[config.mk]
export PLATFORM = sky130hd
export DESIGN_NAME = gcbp_frame_ctrl_flat
export DESIGN_NICKNAME = d
export VERILOG_FILES = /design/src/rtl/gcbp_frame_ctrl_pkg.sv /design/src/rtl/gcbp_frame_ctrl_if.sv /design/src/rtl/gcbp_frame_ctrl_bank_tracker.sv /design/src/rtl/gcbp_frame_ctrl.sv /design/src/flat_wrapper.sv
export SDC_FILE = /design/constraint.sdc
export NUM_CORES = 1
export LEC_CHECK = 0
export ABC_AREA = 1
export BUFFER_PORTS_ARGS = -buffer_cell sky130_fd_sc_hd__buf_2
export CAP_MARGIN = 20
export CORE_UTILIZATION = 50
export CTS_BUF_LIST = sky130_fd_sc_hd__clkbuf_2 sky130_fd_sc_hd__clkbuf_4 sky130_fd_sc_hd__clkbuf_8
export DETAILED_ROUTE_END_ITERATION = 8
export GPL_TIMING_DRIVEN = 0
export PLACE_DENSITY = 0.82
export SLEW_MARGIN = 30
export SYNTH_ARGS = -nofsm -noshare
export SYNTH_HDL_FRONTEND = slang
export SYNTH_HIERARCHICAL = 1
export SYNTH_SLANG_ARGS = --single-unit
export TNS_END_PERCENT = 10
[constraint.sdc]
create_clock -name i_clk -period 2.4 [get_ports i_clk]
set_input_delay 0 -clock i_clk [delete_from_list [all_inputs] [get_ports i_clk]]
set_output_delay 0 -clock i_clk [all_outputs]
set_load 0.05 [all_outputs]
[src/rtl/gcbp_frame_ctrl_pkg.sv]
// Shared constants, address layout and state encodings for the GCBP frame controller.
// The FSM encodings are also read by the line generator for debug.
package gcbp_frame_ctrl_pkg;

  localparam int BRAM_DATA_WIDTH             = 128;
  localparam int C_SUBIMAGE_WIDTH            = BRAM_DATA_WIDTH;
  localparam int C_SUBIMAGE_HEIGHT           = 128;
  localparam int C_NUM_VERT_SUBIMAGES        = 2;
  localparam int C_LINES_PER_FRAME           = 480;
  localparam int C_VERT_EDGE_TO_SUBIMAGE     = 75;
  localparam int C_VERT_SUBIMAGE_TO_SUBIMAGE = 74;

  localparam int NUM_BANKS  = 2;
  localparam int LINE_CNT_W = 9;
  localparam int DROP_W     = 8;
  localparam int HSUB_W     = 2;

  // BRAM address: {bank, vsub, hsub[1:0], row[6:0]}
  localparam int ADDR_W   = 11;
  localparam int ROW_LSB  = 0;
  localparam int ROW_W    = 7;
  localparam int HSUB_LSB = 7;
  localparam int VSUB_LSB = 9;
  localparam int VSUB_W   = 1;
  localparam int BANK_LSB = 10;

  typedef enum logic [2:0] {
    S_IDLE    = 3'd0,
    S_SKIP    = 3'd1,
    S_GAP     = 3'd2,
    S_CAPTURE = 3'd3,
    S_TAIL    = 3'd4
  } frame_state_e;

  typedef enum logic [1:0] {
    BANK_FREE    = 2'd0,
    BANK_FILLING = 2'd1,
    BANK_FULL    = 2'd2
  } bank_state_e;

  function automatic logic [ADDR_W-1:0] pack_addr(
    input logic              bank,
    input logic [VSUB_W-1:0] vsub,
    input logic [HSUB_W-1:0] hsub,
    input logic [ROW_W-1:0]  row
  );
    logic [ADDR_W-1:0] a;
    a                          = '0;
    a[BANK_LSB]                = bank;
    a[VSUB_LSB +: VSUB_W]      = vsub;
    a[HSUB_LSB +: HSUB_W]      = hsub;
    a[ROW_LSB +: ROW_W]        = row;
    return a;
  endfunction

endpackage

[src/rtl/gcbp_frame_ctrl_if.sv]
// Line-generator, BRAM write and consumer handshake signals of the frame controller.
// master = surrounding capture path / consumer, slave = gcbp_frame_ctrl.
interface gcbp_frame_ctrl_if
  import gcbp_frame_ctrl_pkg::*;
#(
  parameter int W = C_SUBIMAGE_WIDTH
) ();

  logic              i_frame_start;
  logic              i_line_start;
  logic [W-1:0]      i_gcbp_line;
  logic              i_gcbp_line_valid;
  logic [HSUB_W-1:0] i_hori_subimage_cnt;
  logic              i_bank_release;

  logic              o_line_ready;
  logic              o_bram_we;
  logic [ADDR_W-1:0] o_bram_addr;
  logic [W-1:0]      o_bram_wdata;
  logic              o_bank_valid;
  logic              o_bank_id;
  logic [DROP_W-1:0] o_dropped_frames;

  modport master (
    output i_frame_start, i_line_start, i_gcbp_line, i_gcbp_line_valid,
           i_hori_subimage_cnt, i_bank_release,
    input  o_line_ready, o_bram_we, o_bram_addr, o_bram_wdata,
           o_bank_valid, o_bank_id, o_dropped_frames
  );

  modport slave (
    input  i_frame_start, i_line_start, i_gcbp_line, i_gcbp_line_valid,
           i_hori_subimage_cnt, i_bank_release,
    output o_line_ready, o_bram_we, o_bram_addr, o_bram_wdata,
           o_bank_valid, o_bank_id, o_dropped_frames
  );

endinterface

[src/rtl/gcbp_frame_ctrl_bank_tracker.sv]
// Ping-pong bank ownership: per-bank FREE/FILLING/FULL state plus the 2-deep FIFO
// of full banks waiting for the consumer.
module gcbp_bank_tracker
  import gcbp_frame_ctrl_pkg::*;
(
  input  logic clk_i,
  input  logic rst_i,
  input  logic claim_i,
  input  logic abort_i,
  input  logic publish_i,
  input  logic release_i,
  output logic claim_ok_o,
  output logic wr_bank_o,
  output logic bank_valid_o,
  output logic bank_id_o
);

  bank_state_e          bank_q [NUM_BANKS];
  bank_state_e          bank_d [NUM_BANKS];
  logic [NUM_BANKS-1:0] free_now;
  logic                 wr_bank_q, wr_bank_d;
  logic                 claim_id;
  logic                 head_q, head_d;
  logic                 tail_q, tail_d;
  logic [1:0]           cnt_q, cnt_d;
  logic                 do_release;

  // A bank counts as free this cycle if a release or an abort hands it back now.
  always_comb begin
    do_release = release_i && (cnt_q != 2'd0);
    for (int b = 0; b < NUM_BANKS; b++) begin
      free_now[b] = (bank_q[b] == BANK_FREE)
                 || (do_release && (head_q == 1'(b)))
                 || (abort_i && (wr_bank_q == 1'(b)) && (bank_q[b] == BANK_FILLING));
    end
    claim_ok_o = |free_now;
    claim_id   = ~free_now[0];
  end

  always_comb begin
    bank_d    = bank_q;
    wr_bank_d = wr_bank_q;
    head_d    = head_q;
    tail_d    = tail_q;
    cnt_d     = cnt_q;
    if (do_release) begin
      bank_d[head_q] = BANK_FREE;
      head_d         = tail_q;
      cnt_d          = cnt_q - 2'd1;
    end
    if (abort_i && (bank_q[wr_bank_q] == BANK_FILLING)) begin
      bank_d[wr_bank_q] = BANK_FREE;
    end
    if (publish_i) begin
      bank_d[wr_bank_q] = BANK_FULL;
      if (cnt_d == 2'd0) begin
        head_d = wr_bank_q;
      end else begin
        tail_d = wr_bank_q;
      end
      cnt_d = cnt_d + 2'd1;
    end
    if (claim_i && claim_ok_o) begin
      bank_d[claim_id] = BANK_FILLING;
      wr_bank_d        = claim_id;
    end
  end

  always_ff @(posedge clk_i) begin
    if (rst_i) begin
      for (int b = 0; b < NUM_BANKS; b++) begin
        bank_q[b] <= BANK_FREE;
      end
      wr_bank_q <= 1'b0;
      head_q    <= 1'b0;
      tail_q    <= 1'b0;
      cnt_q     <= 2'd0;
    end else begin
      bank_q    <= bank_d;
      wr_bank_q <= wr_bank_d;
      head_q    <= head_d;
      tail_q    <= tail_d;
      cnt_q     <= cnt_d;
    end
  end

  assign wr_bank_o    = wr_bank_q;
  assign bank_valid_o = (cnt_q != 2'd0);
  assign bank_id_o    = head_q;

endmodule

[src/rtl/gcbp_frame_ctrl.sv]
// GCBP frame controller: line counting, band gating of the line generator,
// BRAM write addressing and ping-pong bank hand-off to the matcher.
//
//   state     | meaning
//   S_IDLE    | no frame seen since reset
//   S_SKIP    | frame dropped, no free bank; wait for next frame start
//   S_GAP     | frame in progress, current line outside a band
//   S_CAPTURE | frame in progress, current line inside a band
//   S_TAIL    | frame complete and published; wait for next frame start
module gcbp_frame_ctrl
  import gcbp_frame_ctrl_pkg::*;
#(
  parameter int C_SUBIMAGE_WIDTH            = BRAM_DATA_WIDTH,
  parameter int C_SUBIMAGE_HEIGHT           = gcbp_frame_ctrl_pkg::C_SUBIMAGE_HEIGHT,
  parameter int C_NUM_VERT_SUBIMAGES        = gcbp_frame_ctrl_pkg::C_NUM_VERT_SUBIMAGES,
  parameter int C_LINES_PER_FRAME           = gcbp_frame_ctrl_pkg::C_LINES_PER_FRAME,
  parameter int C_VERT_EDGE_TO_SUBIMAGE     = gcbp_frame_ctrl_pkg::C_VERT_EDGE_TO_SUBIMAGE,
  parameter int C_VERT_SUBIMAGE_TO_SUBIMAGE = gcbp_frame_ctrl_pkg::C_VERT_SUBIMAGE_TO_SUBIMAGE
) (
  input logic              i_clk,
  input logic              i_reset,
  gcbp_frame_ctrl_if.slave bus
);

  frame_state_e                state_q, state_d;
  logic [LINE_CNT_W-1:0]       line_cnt_q, line_cnt_d, line_use;
  logic [VSUB_W-1:0]           band_q, band_d, line_band;
  logic [ROW_W-1:0]            row_q, row_d, line_row;
  logic                        line_in_band;
  logic [DROP_W-1:0]           drops_q, drops_d;
  logic                        we_q, we_d;
  logic                        last_q, last_d;
  logic [ADDR_W-1:0]           addr_q, addr_d;
  logic [C_SUBIMAGE_WIDTH-1:0] wdata_q;
  logic                        final_write;
  logic                        claim, abort, claim_ok;
  logic                        wr_bank, bank_valid, bank_id;

  function automatic int band_start(input int k);
    return C_VERT_EDGE_TO_SUBIMAGE + k * (C_SUBIMAGE_HEIGHT + C_VERT_SUBIMAGE_TO_SUBIMAGE);
  endfunction

  // A frame start in the same cycle as a line start makes that line number 0.
  assign line_use = bus.i_frame_start ? '0 : line_cnt_q;

  always_comb begin
    line_in_band = 1'b0;
    line_band    = '0;
    line_row     = '0;
    for (int k = 0; k < C_NUM_VERT_SUBIMAGES; k++) begin
      if ((int'(line_use) >= band_start(k)) &&
          (int'(line_use) < band_start(k) + C_SUBIMAGE_HEIGHT)) begin
        line_in_band = 1'b1;
        line_band    = VSUB_W'(k);
        line_row     = ROW_W'(int'(line_use) - band_start(k));
      end
    end
  end

  always_comb begin
    line_cnt_d = line_use;
    band_d     = band_q;
    row_d      = row_q;
    if (bus.i_frame_start || bus.i_line_start) begin
      band_d = line_band;
      row_d  = line_row;
    end
    if (bus.i_line_start && (line_use != LINE_CNT_W'(C_LINES_PER_FRAME - 1))) begin
      line_cnt_d = line_use + LINE_CNT_W'(1);
    end
  end

  assign final_write = (band_q == VSUB_W'(C_NUM_VERT_SUBIMAGES - 1))
                    && (row_q == ROW_W'(C_SUBIMAGE_HEIGHT - 1))
                    && (bus.i_hori_subimage_cnt == 2'd3);

  always_comb begin
    state_d = state_q;
    drops_d = drops_q;
    claim   = 1'b0;
    abort   = 1'b0;
    if (bus.i_frame_start) begin
      abort = (state_q == S_GAP) || (state_q == S_CAPTURE);
      if (claim_ok) begin
        claim   = 1'b1;
        state_d = line_in_band ? S_CAPTURE : S_GAP;
      end else begin
        state_d = S_SKIP;
        if (drops_q != '1) begin
          drops_d = drops_q + DROP_W'(1);
        end
      end
    end else if ((state_q == S_CAPTURE) && bus.i_gcbp_line_valid && final_write) begin
      state_d = S_TAIL;
    end else if (bus.i_line_start && ((state_q == S_GAP) || (state_q == S_CAPTURE))) begin
      state_d = line_in_band ? S_CAPTURE : S_GAP;
    end
  end

  // The final write is published one cycle after it appears on the BRAM port,
  // unless a new frame start preempted it.
  always_comb begin
    we_d   = (state_q == S_CAPTURE) && bus.i_gcbp_line_valid;
    last_d = we_d && final_write && !bus.i_frame_start;
    addr_d = pack_addr(wr_bank, band_q, bus.i_hori_subimage_cnt, row_q);
  end

  always_ff @(posedge i_clk) begin
    if (i_reset) begin
      state_q    <= S_IDLE;
      line_cnt_q <= '0;
      band_q     <= '0;
      row_q      <= '0;
      drops_q    <= '0;
      we_q       <= 1'b0;
      last_q     <= 1'b0;
      addr_q     <= '0;
      wdata_q    <= '0;
    end else begin
      state_q    <= state_d;
      line_cnt_q <= line_cnt_d;
      band_q     <= band_d;
      row_q      <= row_d;
      drops_q    <= drops_d;
      we_q       <= we_d;
      last_q     <= last_d;
      if (we_d) begin
        addr_q  <= addr_d;
        wdata_q <= bus.i_gcbp_line;
      end
    end
  end

  gcbp_bank_tracker u_bank_tracker (
    .clk_i        (i_clk),
    .rst_i        (i_reset),
    .claim_i      (claim),
    .abort_i      (abort),
    .publish_i    (we_q && last_q),
    .release_i    (bus.i_bank_release),
    .claim_ok_o   (claim_ok),
    .wr_bank_o    (wr_bank),
    .bank_valid_o (bank_valid),
    .bank_id_o    (bank_id)
  );

  assign bus.o_line_ready     = bus.i_line_start && line_in_band
                             && ((state_q == S_GAP) || (state_q == S_CAPTURE));
  assign bus.o_bram_we        = we_q;
  assign bus.o_bram_addr      = addr_q;
  assign bus.o_bram_wdata     = wdata_q;
  assign bus.o_bank_valid     = bank_valid;
  assign bus.o_bank_id        = bank_id;
  assign bus.o_dropped_frames = drops_q;

endmodule

[src/flat_wrapper.sv]
// flat-port wrapper written by rule: the top's interface ports become plain ports
module gcbp_frame_ctrl_flat import gcbp_frame_ctrl_pkg::*;
#(
  parameter int C_SUBIMAGE_WIDTH            = BRAM_DATA_WIDTH,
  parameter int C_SUBIMAGE_HEIGHT           = gcbp_frame_ctrl_pkg::C_SUBIMAGE_HEIGHT,
  parameter int C_NUM_VERT_SUBIMAGES        = gcbp_frame_ctrl_pkg::C_NUM_VERT_SUBIMAGES,
  parameter int C_LINES_PER_FRAME           = gcbp_frame_ctrl_pkg::C_LINES_PER_FRAME,
  parameter int C_VERT_EDGE_TO_SUBIMAGE     = gcbp_frame_ctrl_pkg::C_VERT_EDGE_TO_SUBIMAGE,
  parameter int C_VERT_SUBIMAGE_TO_SUBIMAGE = gcbp_frame_ctrl_pkg::C_VERT_SUBIMAGE_TO_SUBIMAGE
)
  (i_clk, i_reset, bus_i_frame_start, bus_i_line_start, bus_i_gcbp_line, bus_i_gcbp_line_valid, bus_i_hori_subimage_cnt, bus_i_bank_release, bus_o_line_ready, bus_o_bram_we, bus_o_bram_addr, bus_o_bram_wdata, bus_o_bank_valid, bus_o_bank_id, bus_o_dropped_frames);
  gcbp_frame_ctrl_if bus_i ();
  input logic i_clk;
  input logic i_reset;
  input wire logic [$bits(bus_i.i_frame_start)-1:0] bus_i_frame_start;
  input wire logic [$bits(bus_i.i_line_start)-1:0] bus_i_line_start;
  input wire logic [$bits(bus_i.i_gcbp_line)-1:0] bus_i_gcbp_line;
  input wire logic [$bits(bus_i.i_gcbp_line_valid)-1:0] bus_i_gcbp_line_valid;
  input wire logic [$bits(bus_i.i_hori_subimage_cnt)-1:0] bus_i_hori_subimage_cnt;
  input wire logic [$bits(bus_i.i_bank_release)-1:0] bus_i_bank_release;
  output wire logic [$bits(bus_i.o_line_ready)-1:0] bus_o_line_ready;
  output wire logic [$bits(bus_i.o_bram_we)-1:0] bus_o_bram_we;
  output wire logic [$bits(bus_i.o_bram_addr)-1:0] bus_o_bram_addr;
  output wire logic [$bits(bus_i.o_bram_wdata)-1:0] bus_o_bram_wdata;
  output wire logic [$bits(bus_i.o_bank_valid)-1:0] bus_o_bank_valid;
  output wire logic [$bits(bus_i.o_bank_id)-1:0] bus_o_bank_id;
  output wire logic [$bits(bus_i.o_dropped_frames)-1:0] bus_o_dropped_frames;
  assign bus_i.i_frame_start = bus_i_frame_start;
  assign bus_i.i_line_start = bus_i_line_start;
  assign bus_i.i_gcbp_line = bus_i_gcbp_line;
  assign bus_i.i_gcbp_line_valid = bus_i_gcbp_line_valid;
  assign bus_i.i_hori_subimage_cnt = bus_i_hori_subimage_cnt;
  assign bus_i.i_bank_release = bus_i_bank_release;
  assign bus_o_line_ready = bus_i.o_line_ready;
  assign bus_o_bram_we = bus_i.o_bram_we;
  assign bus_o_bram_addr = bus_i.o_bram_addr;
  assign bus_o_bram_wdata = bus_i.o_bram_wdata;
  assign bus_o_bank_valid = bus_i.o_bank_valid;
  assign bus_o_bank_id = bus_i.o_bank_id;
  assign bus_o_dropped_frames = bus_i.o_dropped_frames;
  gcbp_frame_ctrl #(.C_SUBIMAGE_WIDTH(C_SUBIMAGE_WIDTH), .C_SUBIMAGE_HEIGHT(C_SUBIMAGE_HEIGHT), .C_NUM_VERT_SUBIMAGES(C_NUM_VERT_SUBIMAGES), .C_LINES_PER_FRAME(C_LINES_PER_FRAME), .C_VERT_EDGE_TO_SUBIMAGE(C_VERT_EDGE_TO_SUBIMAGE), .C_VERT_SUBIMAGE_TO_SUBIMAGE(C_VERT_SUBIMAGE_TO_SUBIMAGE)) u_core (.i_clk(i_clk), .i_reset(i_reset), .bus(bus_i));
endmodule
==> results.py, run 1 <==
metrics = {
    "timing": {
        "grt_setup_unrepaired": "false",
        "finalHoldViolCount": 0,
        "max_freq_ghz": 0.441,
        "min_period_over_period_pct": 94.4,
        "slew_headroom_pct": 44.5,
        "clock-skew-final_ns": 0.0182,
        "report.final.slew_viol_count": 0,
        "worstMarginPinSlew_ns": 0.832,
        "fin_ws_ns": 0.134,
        "fin_crit_ns": 2.27,
        "fin_setup_tns_ns": 0,
        "setup_viol": 0,
    },
    "floorplan": {
        "initial_core_util_pct": 51.4,
        "rows": 43,
        "die_h_um": 122,
        "core-area_mm2": 0.0139,
        "die_w_um": 122,
        "fp.dieArea_mm2": 0.0148,
        "ios": 287,
    },
    "setup_path": {
        "cp_slowest_stage_delay_ns": 0.65,
        "worstPathCellList": "inv_1 -> nor2_1 -> nand3_1 -> clkbuf_1 -> clkbuf_1 -> o21ai_0 -> nor2_1",
        "cp_max_fo": 10,
        "critical-path-top-delay-family": "buffers and inverters",
        "critPathKind": "flip-flop to flip-flop",
        "arrival_ns": 2.62,
        "end_kind": "flip-flop",
        "crit_buf_inv": 3,
        "crit_path_top_delay_cell": "clkbuf_1",
        "required_ns": 2.75,
        "cp-start-kind": "flip-flop",
    },
    "detailed_routing": {
        "routed_wirelength_mm": 27.7,
        "postRouteAntennaNets": 0,
        "post-route-drc-count": 0,
        "via_count": 8689,
        "dr.pass1.iters": 6,
        "vias_per_cell": 5.34,
        "wl_per_cell_um": 17.0,
        "drt_iter0_markers": 976,
    },
    "place": {
        "io_buffers": 286,
        "dp_hpwl_mm": 16.3,
        "gp_congestion": 0.947,
        "dp_slack_ns": 0.377,
    },
    "grt": {
        "gr-total-overflow": 0,
        "antenna_found_initial": 0,
        "grt_pass1_wl_mm": 42.1,
        "grt_pass1_vias": 8398,
        "grt_max_degree": 17,
        "grtUsageTotal_pct": 37.1,
    },
    "logic_synthesis": {
        "synth-edff-count": 0,
        "yosysWarnings": 6,
        "postSynthAreaPerCell_um2": 7.19,
        "synth_cells": 995,
        "async_reset_ff_share_pct": 0,
        "synth.distinct_cells": 31,
        "yosys_most_used_dff": "dfxtp_1",
        "synth_seq_cells": 178,
        "seq_area_frac_synth_pct": 49.8,
        "syn_area_mm2": 0.00716,
        "synthesis.nets": 1136,
    },
    "hold_path": {
        "hp-class": "input pin to flip-flop",
    },
    "clocking": {
        "clock_sinks": 178,
        "clkTransAtPathRegs_ns": 0.11,
        "cts_buffer_depth": 2,
        "root_buffer": "clkbuf_8",
        "insertion_delay_ns": 0.47,
        "cts_buffers": 17,
        "htree_levels": 4,
        "cts_tree": "done",
    },
    "cells_and_area": {
        "final_cell_mix": "nor2_1, buf_2, dfxtp_1",
        "drive_above_1_share_pct": 24.9,
        "area_growth_pct": 47.7,
        "final_nets": 1576,
        "final_common_cell": "nor2_1",
        "antenna_cells": 0,
    },
    "status": {
        "status": "finished, final reports clean",
    },
    "power": {
        "p_per_area_mw_per_mm2": 541,
        "vdd_ir_drop_max_mv": 0.667,
        "static-leakage-power_nw": 5.01,
    },
    "job": {
        "drv_cap": 0,
    },
}
## cell type report
type | instances | area [um^2]
timing repair buffer | 421 | 2790
sequential | 178 | 3560
multi-input combinational | 702 | 3140
fill | 985 | 3360
clock buffer | 18 | 248
clock inverter | 13 | 151
tap | 180 | 225
buffer | 50 | 214
inverter | 65 | 244
## path summary, 6_finish.rpt
| kind | startpoint | to | slack (ns) | cells after the start |
|---|---|---|---|---|
| worst max-delay path | u_core/state_q[1]$_SDFFE_PP0P_ | u_core/bus.o_bram_wdata[100]$_SDFFE_PP0P_ | 0.13 | 7 |
| worst min-delay path | bus_i_gcbp_line_valid | u_core/bus.o_bram_we$_SDFF_PP0_ | 0.24 | 4 |
| worst max register to register | u_core/state_q[1]$_SDFFE_PP0P_ | u_core/bus.o_bram_wdata[100]$_SDFFE_PP0P_ | 0.13 | 7 |
| worst min register to register | u_core/bus.o_bram_wdata[43]$_SDFFE_PP0P_ | u_core/bus.o_bram_wdata[43]$_SDFFE_PP0P_ | 0.48 | 2 |
## synth_stat cells (all sizes together) (8+ instances only)
cell | count | area, um^2
nand4 | 8 | 50.1
nor2 | 325 | 1240
nand3 | 38 | 210
o21ai | 159 | 803
a21oi | 34 | 181
inv | 65 | 244
buf | 14 | 78.8
dfxtp | 178 | 3560
nand2 | 113 | 439
clkbuf | 36 | 135
## where the power goes
part	switching [mW]	leakage, nW	total [mW]	internal (mW)
Clock	1.13	0.194	2.10	0.968
Combinational	0.322	3.38	0.632	0.310
Sequential	0.0170	1.44	2.99	2.97
Total	1.47	5.01	5.72	4.25
## flip-flops by register name, summed over array words and instances (netlist names)
| signal | flops |
|---|---|
| u_core/state_q | 3 |
| u_core/u_bank_tracker/bank_q | 4 |
| u_core/bus.o_dropped_frames | 8 |
| u_core/bus.o_bram_we | 1 |
| u_core/last_q | 1 |
| u_core/u_bank_tracker/bank_id_o | 1 |
| u_core/bus.o_bram_wdata | 128 |
| u_core/row_q | 7 |
| u_core/line_cnt_q | 9 |
| u_core/bus.o_bram_addr | 11 |
| u_core/u_bank_tracker/tail_q | 1 |
| u_core/u_bank_tracker/cnt_q | 2 |
| u_core/u_bank_tracker/wr_bank_o | 1 |
| u_core/band_q | 1 |
## tightest hold or removal path: stages
cell and delay, ns:
buf_2 0.08, nand3_1 0.13, clkbuf_1 0.28, nor2_1 0.15
## cells by family after synthesis
| group | count (synthesis) | synth area share (%) |
|---|---|---|
| flip-flops | 178 | 49.8 |
| adder cells (fa/ha/maj) | 5 | 0.874 |
| AND/OR/NAND/NOR | 492 | 27.8 |
| AO/OA/AOI/OAI | 200 | 14.5 |
| buffers and inverters | 115 | 6.40 |
| XOR/XNOR | 5 | 0.612 |
## metal layers
metal	vias to the layer above	share of wire, %	GRT usage, %
met4	2	5.1	20.5
met2	560	48	62.2
li1	4061	-	-
met3	159	11	15.1
met5	-	0.12	1.74
met1	3907	36	39.6
## what timing repair did
item | in CTS | in global routing
resized for setup | 0 | 4
buffers inserted | 0 | 0
setup endpoints to repair | 0 | 3
hold buffers | 135 | 0
hold endpoints to repair | 150 | 0
## metrics by stage
| step | total power, mW | std cells | util [%] | area [um^2] | hold WS (ns) |
|---|---|---|---|---|---|
| final | 5.72 | 1627 | 75.9 | 10600 | 0.245 |
| after global routing | 5.93 | 1627 | 75.9 | 10600 | 0.299 |
| after CTS | 5.69 | 1627 | 75.8 | 10600 | 0.208 |
| after detailed placement | 3.47 | 1461 | 63.2 | 8810 | 0.242 |
| after global placement | 3.46 | 1461 | 63.2 | 8810 | 0.234 |
| after floorplan | 3.29 | 995 | - | 7160 | 0.0691 |
No activity file was read; power rests on OpenSTA's default activity.
==> run 2, diff against run 1 <==
--- a/config.mk
+++ b/config.mk
@@ -8,11 +8,13 @@
 export ABC_AREA = 1
 export BUFFER_PORTS_ARGS = -buffer_cell sky130_fd_sc_hd__buf_2
 export CAP_MARGIN = 20
-export CORE_UTILIZATION = 50
+export CELL_PAD_IN_SITES_DETAIL_PLACEMENT = 0
+export CELL_PAD_IN_SITES_GLOBAL_PLACEMENT = 1
+export CORE_UTILIZATION = 34
 export CTS_BUF_LIST = sky130_fd_sc_hd__clkbuf_2 sky130_fd_sc_hd__clkbuf_4 sky130_fd_sc_hd__clkbuf_8
 export DETAILED_ROUTE_END_ITERATION = 8
 export GPL_TIMING_DRIVEN = 0
-export PLACE_DENSITY = 0.82
+export PLACE_DENSITY_LB_ADDON = 0.1
 export SLEW_MARGIN = 30
 export SYNTH_ARGS = -nofsm -noshare
 export SYNTH_HDL_FRONTEND = slang
==> results.py, run 2 (synthesized netlist as in run 1, its figures left out) <==
metrics = {
    "setup_path": {
        "reg2reg_from": "u_core/u_bank_tracker/cnt_q[0]$_SDFF_PP0_",
        "r2r_cells": 14,
        "cp_max_fo": 10,
        "cp-start-kind": "input pin",
        "end_kind": "flip-flop",
        "cp-endpoint": "u_core/bus.o_bram_wdata[39]$_SDFFE_PP0P_",
        "required_ns": 2.79,
        "arrival_ns": 2.62,
        "cp-startpoint": "i_reset",
        "reg2reg_to": "u_core/bus.o_dropped_frames[7]$_SDFFE_PP0P_",
        "cp_slowest_stage_delay_ns": 0.53,
        "critPathKind": "input pin to flip-flop",
        "crit_path_top_delay_cell": "dlygate4sd3_1",
        "crit_cells": 8,
        "ff2ff_setup_slack_ns": 0.31,
        "crit_buf_inv": 6,
        "critical-path-top-delay-family": "buffers and inverters",
        "worstPathCellList": "dlygate4sd3_1 -> buf_2 -> clkbuf_1 -> inv_1 -> buf_2 -> clkbuf_1 -> o21ai_0 -> nor2_1",
    },
    "grt": {
        "grt_pass1_vias": 7307,
        "grt_pass1_wl_mm": 39.4,
        "grtUsageTotal_pct": 23.2,
        "antenna_found_initial": 0,
        "grt_max_degree": 17,
        "gr-total-overflow": 0,
    },
    "detailed_routing": {
        "dr.pass1.iters": 4,
        "routed_wirelength_mm": 25.1,
        "vias_per_cell": 4.53,
        "postRouteAntennaNets": 0,
        "drt_iter0_markers": 389,
        "via_count": 7773,
        "wl_per_cell_um": 14.6,
        "post-route-drc-count": 0,
    },
    "cells_and_area": {
        "fillers": 2138,
        "final_nets": 1575,
        "antenna_cells": 0,
        "drive_above_1_share_pct": 24.8,
        "largest_register_ffs": 128,
        "final_common_cell": "nor2_1",
        "area_growth_pct": 49.2,
        "post-route-util_pct": 52.3,
        "final_cell_mix": "nor2_1, buf_2, dfxtp_1",
    },
    "floorplan": {
        "core-area_mm2": 0.0204,
        "die_h_um": 147,
        "die_w_um": 147,
        "ios": 287,
        "rows": 52,
        "fp.dieArea_mm2": 0.0216,
        "initial_core_util_pct": 35.0,
    },
    "timing": {
        "max_freq_ghz": 0.448,
        "fin_setup_tns_ns": 0,
        "fin_crit_ns": 2.23,
        "min_period_over_period_pct": 93.0,
        "report.final.slew_viol_count": 0,
        "worstMarginPinSlew_ns": 0.756,
        "finalHoldViolCount": 0,
        "setup_viol": 0,
        "grt_setup_unrepaired": "false",
        "clock-skew-final_ns": 0.0143,
        "slew_headroom_pct": 49.6,
    },
    "clocking": {
        "root_buffer": "clkbuf_8",
        "cts_buffers": 17,
        "clock_sinks": 178,
        "cts_setup_buffers": 0,
        "insertion_delay_ns": 0.46,
        "htree_levels": 4,
        "cts_buffer_depth": 2,
        "cts_tree": "done",
        "clkTransAtPathRegs_ns": 0.09,
    },
    "job": {
        "drv_cap": 0,
    },
    "power": {
        "vdd_ir_drop_max_mv": 0.368,
        "swShare_pct": 25.8,
        "static-leakage-power_nw": 5.01,
        "switchingPower_mw": 1.47,
        "p_int_mw": 4.24,
        "combPwrFrac_pct": 10.5,
        "power.clock.fraction_pct": 37.1,
        "p_per_area_mw_per_mm2": 534,
        "p_seq_share_pct": 52.4,
    },
    "place": {
        "io_buffers": 286,
        "gp_congestion": 0.847,
        "dp_hpwl_mm": 18.8,
    },
    "hold_path": {
        "hp-class": "input pin to flip-flop",
        "holdPathStages": 4,
    },
    "status": {
        "status": "finished, final reports clean",
    },
}
run 2: changes by cell type in the layout (fill, tap and decap cells not counted), sizes merged:
cell / delta
inv: +1
clkinvlp: -2
dlygate4sd3: -1
buf: +1
clkbuf: -1
run 2: worst min path at each step:
stage                                            endpoint  slack [ns]             startpoint
6_report                  u_core/bus.o_bram_we$_SDFF_PP0_        0.25  bus_i_gcbp_line_valid
5_1_grt                   u_core/bus.o_bram_we$_SDFF_PP0_        0.27  bus_i_gcbp_line_valid
4_1_cts                   u_core/bus.o_bram_we$_SDFF_PP0_        0.23  bus_i_gcbp_line_valid
3_5_place_dp   u_core/u_bank_tracker/bank_q[0]$_SDFF_PP0_        0.26                i_reset
3_3_place_gp     u_core/bus.o_bram_wdata[58]$_SDFFE_PP0P_        0.25    bus_i_gcbp_line[58]
2_1_floorplan  u_core/u_bank_tracker/bank_q[0]$_SDFF_PP0_        0.07                i_reset
run 2: repair_timing:
item                                    in CTS  in global routing
endpoints found under the setup margin       0                  1
hold buffers                               134                  0
resized for setup                            0                  5
hold endpoints to repair                   151                  0
run 2: power groups by stage:
stage          sequential [mW]  clock, mW  combinational (mW)
2_1_floorplan             3.07          0               0.214
3_3_place_gp              3.06          0               0.415
3_5_place_dp              3.06          0               0.415
4_1_cts                   2.99       2.20               0.600
5_1_grt                   2.99       2.31               0.665
6_report                  2.99       2.12               0.598
run 2: per-stage QoR:
| step | setup WS (ns) | power (mW) | hold WS, ns | std cells | area (um^2) |
|---|---|---|---|---|---|
| final | 0.167 | 5.71 | 0.249 | 1715 | 10700 |
| after global placement | 0.226 | 3.47 | 0.249 | 1551 | 8930 |
| after detailed placement | 0.239 | 3.47 | 0.257 | 1551 | 8930 |
| after global routing | 0.00255 | 5.97 | 0.274 | 1715 | 10700 |
| after floorplan | 0.353 | 3.29 | 0.0691 | 995 | 7160 |
| after CTS | 0.113 | 5.79 | 0.230 | 1715 | 10700 |
run 2: worst reg2reg max path, stage by stage, from the launching register on:
cell	delay, ns
dfxtp_1	0.33
inv_1	0.05
ha_1	0.13
inv_1	0.07
nand3_1	0.16
nand2_1	0.12
nor2_2	0.11
nand2_1	0.11
nor2_2	0.13
inv_2	0.06
a21oi_4	0.24
nand3_2	0.15
nor3b_1	0.21
nor2_1	0.06
nor2_1	0.09
run 2: area by class of cell:
| cell class | instances | area, um^2 | area share [%] |
|---|---|---|---|
| Clock buffer | 18 | 241 | 2.26 |
| Multi-Input combinational cell | 702 | 3150 | 29.5 |
| Buffer | 50 | 214 | 2.00 |
| Clock inverter | 12 | 153 | 1.43 |
| Inverter | 65 | 244 | 2.29 |
| Tap cell | 270 | 338 | 3.16 |
| Timing Repair Buffer | 420 | 2780 | 26.0 |
| Sequential cell | 178 | 3560 | 33.4 |
run 2: routing by layer:
metal / global-route usage [%] / wire length, um / vias to the layer above
met2: 38.2 / 11400 / 221
met4: 8.51 / 710 / 0
met1: 29.7 / 11400 / 3457
li1: - / - / 4056
met3: 5.19 / 1560 / 39
met5: 0 / 0 / -
==> run 3, diff against run 2 <==
--- a/config.mk
+++ b/config.mk
@@ -14,6 +14,7 @@
 export CTS_BUF_LIST = sky130_fd_sc_hd__clkbuf_2 sky130_fd_sc_hd__clkbuf_4 sky130_fd_sc_hd__clkbuf_8
 export DETAILED_ROUTE_END_ITERATION = 8
 export GPL_TIMING_DRIVEN = 0
+export MAX_ROUTING_LAYER = met4
 export PLACE_DENSITY_LB_ADDON = 0.1
 export SLEW_MARGIN = 30
 export SYNTH_ARGS = -nofsm -noshare
==> results.py, run 3 (synthesized netlist as in run 1, its figures left out) <==
metrics = {
    "setup_path": {
        "crit_buf_inv": 6,
        "critical-path-top-delay-family": "buffers and inverters",
        "arrival_ns": 2.62,
        "cp-start-kind": "input pin",
        "required_ns": 2.79,
        "worstPathCellList": "dlygate4sd3_1 -> buf_2 -> clkbuf_1 -> inv_1 -> buf_2 -> clkbuf_1 -> o21ai_0 -> nor2_1",
        "cp_slowest_stage_delay_ns": 0.53,
        "crit_path_top_delay_cell": "dlygate4sd3_1",
        "critPathKind": "input pin to flip-flop",
        "end_kind": "flip-flop",
        "cp_max_fo": 10,
    },
    "cells_and_area": {
        "largest_register_ffs": 128,
        "multiInputGateArea_mm2": 0.00315,
        "final_nets": 1575,
        "final_area_mm2": 0.0107,
        "final_cell_mix": "nor2_1, buf_2, dfxtp_1",
        "regArea_mm2": 0.00356,
        "area_growth_pct": 49.2,
        "final_common_cell": "nor2_1",
        "fillers": 2137,
        "drive_above_1_share_pct": 24.8,
    },
    "grt": {
        "grtUsageTotal_pct": 23.9,
        "grt_pass1_vias": 7317,
        "grt_pass1_wl_mm": 39.4,
        "grt_max_degree": 17,
        "antenna_found_initial": 1,
        "gr-total-overflow": 0,
    },
    "floorplan": {
        "core-area_mm2": 0.0204,
        "die_w_um": 147,
        "die_h_um": 147,
        "ios": 287,
        "fp.dieArea_mm2": 0.0216,
        "rows": 52,
        "initial_core_util_pct": 35.0,
    },
    "detailed_routing": {
        "routed_wirelength_mm": 25.1,
        "postRouteAntennaNets": 0,
        "post-route-drc-count": 0,
        "drt_iter0_markers": 409,
        "vias_per_cell": 4.53,
        "wl_per_cell_um": 14.6,
        "dr.pass1.iters": 5,
        "via_count": 7773,
    },
    "timing": {
        "max_freq_ghz": 0.448,
        "slew_headroom_pct": 50.5,
        "setup_viol": 0,
        "report.final.slew_viol_count": 0,
        "min_period_over_period_pct": 93.0,
        "finalHoldViolCount": 0,
        "worstMarginPinSlew_ns": 0.743,
        "fin_setup_tns_ns": 0,
        "clock-skew-final_ns": 0.0174,
        "grt_setup_unrepaired": "false",
        "fin_crit_ns": 2.23,
    },
    "clocking": {
        "cts_buffers": 17,
        "insertion_delay_ns": 0.47,
        "cts_tree": "done",
        "clkTransAtPathRegs_ns": 0.09,
        "cts_buffer_depth": 2,
        "root_buffer": "clkbuf_8",
        "clock_sinks": 178,
        "htree_levels": 4,
    },
    "place": {
        "dp_hpwl_mm": 18.8,
        "gp_congestion": 0.860,
        "dpl_cell_area_mm2": 0.00893,
        "io_buffers": 286,
    },
    "power": {
        "p_per_area_mw_per_mm2": 535,
        "vdd_ir_drop_max_mv": 0.367,
        "static-leakage-power_nw": 5.01,
    },
    "hold_path": {
        "hp-class": "input pin to flip-flop",
    },
    "status": {
        "status": "finished, final reports clean",
    },
    "job": {
        "drv_cap": 0,
    },
}
run 3: cell types whose count changed in the layout (fill, tap and decap cells not counted), sizes merged:
cell   before  now
diode       0    1
run 3: final timing paths:
check / startpoint / to / slack (ns) / depth (start not counted)
max: i_reset / u_core/bus.o_bram_wdata[39]$_SDFFE_PP0P_ / 0.17 / 8
min: bus_i_gcbp_line_valid / u_core/bus.o_bram_we$_SDFF_PP0_ / 0.24 / 4
max reg2reg: u_core/u_bank_tracker/cnt_q[0]$_SDFF_PP0_ / u_core/bus.o_dropped_frames[7]$_SDFFE_PP0P_ / 0.32 / 14
min reg2reg: u_core/bus.o_bram_addr[4]$_SDFFE_PP0P_ / u_core/bus.o_bram_addr[4]$_SDFFE_PP0P_ / 0.48 / 2
run 3: per-layer routing:
layer,vias up,share of wire (%),GRT usage (%),wire length (um)
li1,4059,-,-,-
met1,3461,46,29.8,11400
met2,217,46,38.2,11500
met3,36,5.7,4.84,1430
met5,-,0,-,0
met4,0,2.8,8.81,699
run 3: cell type report:
class	instances	area share, %
multi-input combinational	702	29.5
timing repair buffer	420	26.0
inverter	65	2.28
buffer	50	2.00
clock inverter	12	1.43
clock buffer	18	2.26
tap	270	3.16
sequential	178	33.4
antenna	1	0.0234
run 3: power breakdown:
group | switching (mW) | total, mW | internal, mW
logic | 0.292 | 0.597 | 0.305
registers | 0.0159 | 2.99 | 2.97
clock network | 1.17 | 2.12 | 0.958
run 3: timing repair:
item | 4_1_cts | 5_1_grt
endpoints found under the hold margin | 151 | 0
gates resized for setup | 0 | 5
hold buffers | 134 | 0
setup endpoints to repair | 0 | 1
buffers inserted | 0 | 0
run 3: worst register-to-register path, delay by kind of cell, from the launching register on:
family	cells	cell delay, ns
adder cells (fa/ha/maj)	1	0.13
buffers and inverters	3	0.19
AO/OA/AOI/OAI	1	0.24
AND/OR/NAND/NOR	9	1.13
flip-flops	1	0.33
run 3: through the flow:
step	util, %	setup slack, ns	hold slack (ns)	cells	total power [mW]
2_1_floorplan	-	0.353	0.0691	995	3.29
3_3_place_gp	43.7	0.226	0.249	1551	3.47
3_5_place_dp	43.7	0.239	0.257	1551	3.47
4_1_cts	52.2	0.113	0.230	1715	5.79
5_1_grt	52.3	0.00478	0.276	1716	5.96
6_report	52.3	0.168	0.244	1716	5.71
